### config.mk
export PLATFORM = sky130hd
export DESIGN_NAME = eth_rx_header_parser
export DESIGN_NICKNAME = d
export VERILOG_FILES = /design/src/rtl/eth_rx_header_parser.sv
export SDC_FILE = /design/constraint.sdc
export NUM_CORES = 1
export LEC_CHECK = 0
export ABC_CLOCK_PERIOD_IN_PS = 9200
export CORE_MARGIN = 2
export CORE_UTILIZATION = 47
export DETAILED_ROUTE_END_ITERATION = 16
export GPL_TIMING_DRIVEN = 0
export PLACE_DENSITY = 0.76
export SYNTH_ARGS = -nofsm -noshare
export SYNTH_HDL_FRONTEND = slang
export SYNTH_SLANG_ARGS = --single-unit
### constraint.sdc
create_clock -name clock -period 9.2 [get_ports clock]
set_clock_uncertainty 0.2 [all_clocks]
set_input_delay 1.84 -clock clock [delete_from_list [all_inputs] [get_ports clock]]
set_output_delay 1.84 -clock clock [all_outputs]
set_load 0.02 [all_outputs]
### src/rtl/eth_rx_header_parser.sv
// Byte-serial Ethernet II receive header parser: extracts MACs, optional 802.1Q tag and ethertype,
// filters on destination MAC and type, and forwards the payload with sop/end markers and a length.
module eth_rx_header_parser #(
  parameter bit VLAN_EN      = 1'b1,
  parameter bit MAC_FILTER   = 1'b1,
  parameter bit ACCEPT_BCAST = 1'b1,
  parameter bit ACCEPT_MCAST = 1'b0,
  parameter bit TYPE_FILTER  = 1'b1,
  parameter int PLEN_W       = 11
) (
  input  logic              clock,
  input  logic              sclr,
  input  logic [7:0]        datain,
  input  logic              data_en,
  input  logic [47:0]       my_mac,
  output logic [47:0]       dst_mac,
  output logic [47:0]       src_mac,
  output logic [15:0]       ethertype,
  output logic [11:0]       vlan_id,
  output logic              has_vlan,
  output logic              is_ip,
  output logic              is_arp,
  output logic              is_ipv6,
  output logic              hdr_valid,
  output logic              drop,
  output logic              runt,
  output logic [7:0]        pl_data,
  output logic              pl_en,
  output logic              pl_sop,
  output logic              pkt_end,
  output logic [PLEN_W-1:0] pl_len
);

  // state    | meaning
  // SKIP     | after reset, wait for data_en low so a partial frame is ignored
  // IDLE     | between frames, first data_en byte is dst byte 0
  // DST/SRC  | destination / source MAC bytes
  // TYPE     | outer ethertype bytes
  // TCI      | 802.1Q tag control bytes
  // ITYPE    | inner ethertype bytes of a tagged frame
  // PAYLOAD  | accepted frame, forward bytes
  // DROP     | rejected frame, discard until data_en low
  typedef enum logic [3:0] {
    S_SKIP,
    S_IDLE,
    S_DST,
    S_SRC,
    S_TYPE,
    S_TCI,
    S_ITYPE,
    S_PAYLOAD,
    S_DROP
  } state_t;

  state_t state, state_nx;

  logic [2:0]  fcnt, fcnt_nx;
  logic [47:0] sh_dst, sh_dst_nx;
  logic [47:0] sh_src, sh_src_nx;
  logic [15:0] sh_type, sh_type_nx;
  logic [11:0] sh_vid, sh_vid_nx;

  logic [47:0]       dst_nx, src_nx;
  logic [15:0]       type_nx;
  logic [11:0]       vid_nx;
  logic              has_vlan_nx, ip_nx, arp_nx, ipv6_nx;
  logic              hdr_valid_nx, drop_nx, runt_nx;
  logic [7:0]        pl_data_nx;
  logic              pl_en_nx, pl_sop_nx, pkt_end_nx;
  logic [PLEN_W-1:0] pl_len_nx;

  logic [15:0] type_word;
  logic        final_type;
  logic        mac_hit, mac_ok, known_type, type_ok;
  logic        t_ip, t_arp, t_ipv6;

  // Two-byte fields are shifted through sh_type; type_word is the field completed by the current byte.
  assign type_word  = {sh_type[7:0], datain};
  assign t_ip       = (type_word == 16'h0800);
  assign t_arp      = (type_word == 16'h0806);
  assign t_ipv6     = (type_word == 16'h86DD);
  assign known_type = t_ip | t_arp | t_ipv6;
  assign type_ok    = !TYPE_FILTER || known_type;

  assign mac_hit = (sh_dst == my_mac)
                || (ACCEPT_BCAST && (&sh_dst))
                || (ACCEPT_MCAST && sh_dst[40]);
  assign mac_ok  = !MAC_FILTER || mac_hit;

  always_ff @(posedge clock or posedge sclr) begin
    if (sclr) state <= S_SKIP;
    else      state <= state_nx;
  end

  always_comb begin
    state_nx     = state;
    fcnt_nx      = fcnt;
    sh_dst_nx    = sh_dst;
    sh_src_nx    = sh_src;
    sh_type_nx   = sh_type;
    sh_vid_nx    = sh_vid;
    dst_nx       = dst_mac;
    src_nx       = src_mac;
    type_nx      = ethertype;
    vid_nx       = vlan_id;
    has_vlan_nx  = has_vlan;
    ip_nx        = is_ip;
    arp_nx       = is_arp;
    ipv6_nx      = is_ipv6;
    hdr_valid_nx = 1'b0;
    drop_nx      = 1'b0;
    runt_nx      = 1'b0;
    pl_data_nx   = pl_data;
    pl_en_nx     = 1'b0;
    pl_sop_nx    = 1'b0;
    pkt_end_nx   = 1'b0;
    pl_len_nx    = pl_len;
    final_type   = 1'b0;

    case (state)
      S_SKIP: begin
        if (!data_en) state_nx = S_IDLE;
      end

      S_IDLE: begin
        if (data_en) begin
          sh_dst_nx   = {sh_dst[39:0], datain};
          sh_vid_nx   = 12'd0;
          has_vlan_nx = 1'b0;
          ip_nx       = 1'b0;
          arp_nx      = 1'b0;
          ipv6_nx     = 1'b0;
          fcnt_nx     = 3'd1;
          state_nx    = S_DST;
        end
      end

      S_DST: begin
        if (data_en) begin
          sh_dst_nx = {sh_dst[39:0], datain};
          if (fcnt == 3'd5) begin
            fcnt_nx  = 3'd0;
            state_nx = S_SRC;
          end else begin
            fcnt_nx = fcnt + 3'd1;
          end
        end
      end

      S_SRC: begin
        if (data_en) begin
          sh_src_nx = {sh_src[39:0], datain};
          if (fcnt == 3'd5) begin
            fcnt_nx  = 3'd0;
            state_nx = S_TYPE;
          end else begin
            fcnt_nx = fcnt + 3'd1;
          end
        end
      end

      S_TYPE: begin
        if (data_en) begin
          sh_type_nx = type_word;
          if (fcnt == 3'd1) begin
            fcnt_nx = 3'd0;
            if (VLAN_EN && (type_word == 16'h8100)) begin
              has_vlan_nx = 1'b1;
              state_nx    = S_TCI;
            end else begin
              final_type = 1'b1;
            end
          end else begin
            fcnt_nx = 3'd1;
          end
        end
      end

      S_TCI: begin
        if (data_en) begin
          sh_type_nx = type_word;
          if (fcnt == 3'd1) begin
            fcnt_nx   = 3'd0;
            sh_vid_nx = type_word[11:0];
            state_nx  = S_ITYPE;
          end else begin
            fcnt_nx = 3'd1;
          end
        end
      end

      S_ITYPE: begin
        if (data_en) begin
          sh_type_nx = type_word;
          if (fcnt == 3'd1) begin
            fcnt_nx    = 3'd0;
            final_type = 1'b1;
          end else begin
            fcnt_nx = 3'd1;
          end
        end
      end

      S_PAYLOAD: begin
        if (data_en) begin
          pl_data_nx = datain;
          pl_en_nx   = 1'b1;
          pl_sop_nx  = (pl_len == '0);
          if (pl_len != {PLEN_W{1'b1}}) pl_len_nx = pl_len + 1'b1;
        end else begin
          pkt_end_nx = 1'b1;
          state_nx   = S_IDLE;
        end
      end

      S_DROP: begin
        if (!data_en) state_nx = S_IDLE;
      end

      default: state_nx = S_SKIP;
    endcase

    // Header truncated by a gap: report as runt and drop, back to IDLE.
    if (!data_en && (state == S_DST || state == S_SRC || state == S_TYPE ||
                     state == S_TCI || state == S_ITYPE)) begin
      runt_nx  = 1'b1;
      drop_nx  = 1'b1;
      fcnt_nx  = 3'd0;
      state_nx = S_IDLE;
    end

    if (final_type) begin
      ip_nx   = t_ip;
      arp_nx  = t_arp;
      ipv6_nx = t_ipv6;
      if (mac_ok && type_ok) begin
        hdr_valid_nx = 1'b1;
        dst_nx       = sh_dst;
        src_nx       = sh_src;
        type_nx      = type_word;
        vid_nx       = sh_vid;
        pl_len_nx    = '0;
        state_nx     = S_PAYLOAD;
      end else begin
        drop_nx  = 1'b1;
        state_nx = S_DROP;
      end
    end
  end

  always_ff @(posedge clock or posedge sclr) begin
    if (sclr) begin
      fcnt      <= 3'd0;
      sh_dst    <= 48'd0;
      sh_src    <= 48'd0;
      sh_type   <= 16'd0;
      sh_vid    <= 12'd0;
      dst_mac   <= 48'd0;
      src_mac   <= 48'd0;
      ethertype <= 16'd0;
      vlan_id   <= 12'd0;
      has_vlan  <= 1'b0;
      is_ip     <= 1'b0;
      is_arp    <= 1'b0;
      is_ipv6   <= 1'b0;
      hdr_valid <= 1'b0;
      drop      <= 1'b0;
      runt      <= 1'b0;
      pl_data   <= 8'd0;
      pl_en     <= 1'b0;
      pl_sop    <= 1'b0;
      pkt_end   <= 1'b0;
      pl_len    <= '0;
    end else begin
      fcnt      <= fcnt_nx;
      sh_dst    <= sh_dst_nx;
      sh_src    <= sh_src_nx;
      sh_type   <= sh_type_nx;
      sh_vid    <= sh_vid_nx;
      dst_mac   <= dst_nx;
      src_mac   <= src_nx;
      ethertype <= type_nx;
      vlan_id   <= vid_nx;
      has_vlan  <= has_vlan_nx;
      is_ip     <= ip_nx;
      is_arp    <= arp_nx;
      is_ipv6   <= ipv6_nx;
      hdr_valid <= hdr_valid_nx;
      drop      <= drop_nx;
      runt      <= runt_nx;
      pl_data   <= pl_data_nx;
      pl_en     <= pl_en_nx;
      pl_sop    <= pl_sop_nx;
      pkt_end   <= pkt_end_nx;
      pl_len    <= pl_len_nx;
    end
  end

endmodule

== After elaboration in Yosys (flattened, before gate mapping) ==
Index checks and enable logic that the tools add are counted.
W data, S select, Z words.

* $add $sub $neg: 2
* Equality and inequality tests: 37
* Muxes and demuxes: 57
* Bitwise operators: 2
* Reduce and logical (&&, ||, !) cells: 30

{| class="wikitable"
|+ Operators with widths
! cell !! number
|-
| $mux W4 || 14
|-
| $mux W11 || 5
|-
| $eq A48 B48 Y1 || 1
|-
| $reduce_and A48 Y1 || 1
|-
| $mux W12 || 3
|-
| $ne A4 B3 Y1 const B || 9
|-
| $eq A16 B12 Y1 const B || 2
|-
| $eq A16 B16 Y1 const B || 2
|-
| $pmux W4 S7 || 1
|-
| $mux W1 || 25
|-
| $pmux W12 S2 || 1
|-
| $eq A4 B3 Y1 const B || 4
|-
| $mux W3 || 5
|-
| $ne A2 B2 Y1 const B || 6
|-
| $reduce_and A12 Y1 || 1
|-
| $reduce_and A2 Y1 || 6
|-
| $add A11 B1 Y11 const B || 1
|-
| $logic_not A11 Y1 || 1
|-
| $ne A11 B11 Y1 const B || 1
|-
| $pmux W3 S3 || 1
|-
| $eq A4 B2 Y1 const B || 2
|-
| $reduce_and A4 Y1 || 2
|-
| $reduce_bool A2 Y1 || 4
|-
| $ne A3 B1 Y1 const B || 2
|-
| 19 further kinds || 28
|}

* Bits in registers: 276
* Input port bits: 59
* Output and inout bits: 153
* Logic and storage cells: 150

== Logic depth before layout (Yosys ltp) ==
Gate-level depths: netlist of the first run.

* Word-level depth: 9
* Mapped depth: 10
* Depth with buffers taken out: 7

== Worst setup path before layout of the first run ==
OpenSTA, ideal clock, no wires.

* Kind: input to register
* From: input datain[4]
* To: register dst_mac[27]
* Setup time: 0.125 ns
* Arrival time: 3.811 ns
* Required time: 8.875 ns
* Path slack: 5.064 ns
* Cell stages on the path: 8
* Path buffers: 3
* Cell sequence: or4_4 > nor4_4 > nand2_1 > a221o_1 > buf_2 > buf_6 > buf_6 > mux2_4

* Word-level cells in the longest chain between the ends: 6
* Elaborated cells between the ends (all ways): 12
* Those cells by class: 4 x eq/ne; 4 x mux; 2 x bitwise; 2 x reduce/logical

{| class="wikitable"
|+ Ends and longest elaborated chain
! element !! line !! text
|-
| from (decl) || 13 || <nowiki>input logic [7:0] datain,</nowiki>
|-
| $eq A16 B16 Y1 || 167 || <nowiki>if (VLAN_EN && (type_word == 16'h8100)) begin</nowiki>
|-
| $mux W1 || 167 ||
|-
| $mux W1 || 165 || <nowiki>if (fcnt == 3'd1) begin</nowiki>
|-
| $mux W1 || 163 || <nowiki>if (data_en) begin</nowiki>
|-
| $pmux W1 S2 || 120 || <nowiki>case (state)</nowiki>
|-
| $reduce_and A2 Y1 (no source line) (*) || -- ||
|-
| to (signal assigned) || 280 || <nowiki>dst_mac <= dst_nx;</nowiki>
|-
| to (decl) || 16 || <nowiki>output logic [47:0] dst_mac,</nowiki>
|}

Mark *: on every way between the ends. The rest lies on a longest branch, timed or not.
A chain may end at the register's enable or synchronous reset.

== Worst setup path in the final report of the first run ==
* From: input datain[5]
* To: register ethertype[2]

* Word-level cells in the longest chain between the ends: 6
* Elaborated cells between the ends (all ways): 12
* Those cells by class: 4 x eq/ne; 4 x mux; 2 x bitwise; 2 x reduce/logical

{| class="wikitable"
|+ Ends and longest elaborated chain
! element !! line !! text
|-
| $eq A16 B16 Y1 || 167 ||
|-
| $mux W1 || 167 ||
|-
| $mux W1 || 165 ||
|-
| $mux W1 || 163 ||
|-
| $pmux W1 S2 || 120 ||
|-
| $reduce_and A2 Y1 (no source line) (*) || -- ||
|-
| to (signal assigned) || 282 || <nowiki>ethertype <= type_nx;</nowiki>
|-
| to (decl) || 18 || <nowiki>output logic [15:0] ethertype,</nowiki>
|}

Marks and branches as above.

==> flow_summary.toml, run 1 <==
[yosys]
ys_types = 49
ys_ff_latch = 276
synth_edf_count = 0
synth_nets = 893
synth_cells = 832
syn_area_mm2 = 0.0116
yosysWarnings = 0
synth.avg_cell_area_um2 = 13.9
ys_seq_area_frac = 0.597
ys.flop_type = "dfrtp_1"
asyncSetResetFlopFracSynth = 1.00

[grt]
first_global_vias = 7894
grt_pass1_wl_mm = 44.7
antenna_found_initial = 0
grt_overflow = 0
grt.total_usage = 0.220
grt_max_degree = 42

[timing]
hold_viol = 0
worstMarginPinSlew_ps = 844
fmax_ghz = 0.216
period_minus_slack_ps = 4630
fin_crit_sh = 0.503
finalMaxSlewViolations = 0
slew_headroom = 0.436
final-setup-viol-count = 0
tns_ps = 0
rsz0062_at_grt = "no"

[clock_tree]
htree_levels = 1
clkLatencyLatePin_ps = 540
clk_pin_slew_worst_paths_ps = 60
cts_tree = "built"
hold_buffers = 0
cts_buffers = 29
post-cts-setup-buffer-count = 0
clock-sinks = 276
clk_path_buf_depth = 3
post_cts_resized = 0
root_buffer = "clkbuf_16"

[pwr]
p_comb_frac = 0.221
power.density_mw_per_mm2 = 255
p_int_w = 0.00268
ir_drop_mv = 0.185
p_switching_w = 0.00119
clockPowerShare = 0.308
swShare = 0.308
total_power_w = 0.00387
p_leak_nw = 6.94
seqPwrFrac = 0.472

[cells_and_area]
final_common_cell = "dfrtp_1"
drive_gt1_frac = 0.273
nets = 1140
mostFrequentLayoutCells = "dfrtp_1, clkdlybuf4s50_1, mux2_2"
syn2layout_area_growth_pct = 31.3
num_antenna_cells = 0

[worst_setup_path]
cp_slowest_cell = "clkdlybuf4s50_1"
startpoint_type = "input pin"
setup.worst_path.end_class = "flop"
worst_ep_arrival_time_ps = 4850
crit_family = "buffers and inverters"
crit_chain = "clkdlybuf4s50_1 > or4_4 > nor4_4 > nand2_1 > a221o_1 > buf_2 > buf_6 > buf_6 > mux2_4"
path_max_fanout = 10
slowest_delay_ps = 660
cpMostUsedCell = "buf_6"
timing.critical_path.buf_inv = 4
crit_type = "input pin to flop"
cp_data_required_time_ps = 9420

[floorplanning]
fp-row-count = 57
fp.dieW_um = 161
io_pins = 212
dieArea_mm2 = 0.0259
die_y_um = 161
start_util = 0.477
core_mm2 = 0.0242

[detailed_routing]
drt_iter0_drc = 424
drtPass1Iterations = 5
wire_per_inst_um = 19.8
num_vias = 7584
wl_mm = 28.2
ant_nets = 0
drc_errors = 0
viasPerCell = 5.33

[place]
hpwl_mm = 20.0
portBuffers = 209
gp_congestion = 0.866

[job]
max-cap-violations = 0

[worst_hold_path]
hold_path.class = "flop to flop"

[run_status]
status = "completed"
layout make-up:
cell class / instances / area [um^2]
buffer: 39 / 204
clock buffer: 38 / 800
clock inverter: 13 / 173
fill: 1855 / 9070
inverter: 8 / 33.8
multi-input combinational: 509 / 4420
sequential: 276 / 6910
tap: 324 / 405
timing repair buffer: 216 / 2230
Yosys cell counts (3+ instances only):
cell type | n | area [um^2]
clkbuf_1 | 16 | 60.1
xor2_1 | 5 | 43.8
nor2_1 | 26 | 97.6
nand4b_1 | 3 | 26.3
nor3_1 | 5 | 25.0
a211oi_1 | 3 | 22.5
o21ai_0 | 19 | 95.1
nand3_1 | 17 | 85.1
buf_2 | 10 | 50.1
inv_1 | 8 | 30.0
or3_1 | 4 | 25.0
nor2b_1 | 5 | 31.3
a21oi_1 | 6 | 30.0
nand4_1 | 30 | 188
a32oi_1 | 3 | 26.3
dfrtp_1 | 276 | 6910
and3_1 | 5 | 31.3
mux2_2 | 179 | 2020
buf_6 | 6 | 67.6
and2_1 | 7 | 43.8
nor4_1 | 7 | 43.8
xnor2_1 | 50 | 438
buf_1 | 7 | 26.3
mux2_4 | 44 | 661
nand2_1 | 61 | 229
path summary, 6_finish.rpt:
| kind | startpoint | end | slack, ps | depth (start not counted) |
|---|---|---|---|---|
| worst min-delay path | sh_vid[2] | sh_vid[2] | 280 | 2 |
| max in group asynchronous | sclr | ethertype[6] | 6010 | 5 |
| worst max-delay path | datain[5] | ethertype[2] | 4570 | 9 |
| worst max register to register | sh_type[4] | ethertype[2] | 6060 | 9 |
| min in group asynchronous | sclr | dst_mac[33] | 1630 | 2 |
| worst min register to register | sh_vid[2] | sh_vid[2] | 280 | 2 |
flip-flops by register name (all words and copies together), names as in the netlist, 3 cells and up:
name / cells
ethertype: 16
pl_data: 8
vlan_id: 12
src_mac: 48
sh_src: 48
pl_len: 11
state: 4
sh_dst: 48
sh_vid: 12
dst_mac: 48
fcnt: 3
sh_type: 8
routing by layer:
layer	wire, um	track usage
met1	12400	0.307
met2	13400	0.357
met5	0	0
met4	464	0.0511
met3	1930	0.0480
tightest hold or removal path, cell delays in order, from the launching register on:
cell     delay [ps]
dfrtp_1         340
nand2_1          50
o21ai_0          60
logic make-up after synthesis:
group | share of synthesized area
DFF | 0.597
xor gates and xnor gates | 0.0417
muxes | 0.231
adders and majority gates | 0.00303
and+or+nand+nor | 0.0810
AOI/OAI and AO/OA | 0.0252
buffers and inverters | 0.0202
power by group through the flow:
stage	Clock [W]	Combinational, W	Sequential [W]
after global placement	0	0.000824	0.00183
after CTS	0.00122	0.000860	0.00182
after floorplan	0	0.000616	0.00173
after detailed placement	0	0.000854	0.00184
after global routing	0.00127	0.000939	0.00186
final	0.00119	0.000854	0.00183
metrics by stage:
stage                      util  area [um^2]  cells  hold WS [ps]  setup WS, ps
after floorplan               -        11600    832           250          3510
after global placement    0.580        14100   1365           260          1580
after detailed placement  0.586        14200   1372           262          4000
after CTS                 0.626        15200   1423           285          4560
after global routing      0.626        15200   1423           308          4400
final                     0.626        15200   1423           282          4570
Note: power is estimated with default switching activity, not from simulation.
==> run 2, diff against run 1 <==
ABC_CLOCK_PERIOD_IN_PS = 4100   (was 9200)
clock period = 4.1 ns   (was 9.2 ns; I/O delays follow)
==> results of run 2 <==
Same layout as run 1 (identical final DEF). Status: completed.
Main changes from that run: setup slack after placement 4000 ps -> -77.5 ps; setup slack after layout 4570 ps -> 489 ps; register-to-register setup slack 6060 ps -> 960 ps; total power 0.00387 W -> 0.00869 W; worst IR drop on VDD 0.185 mV -> 0.414 mV
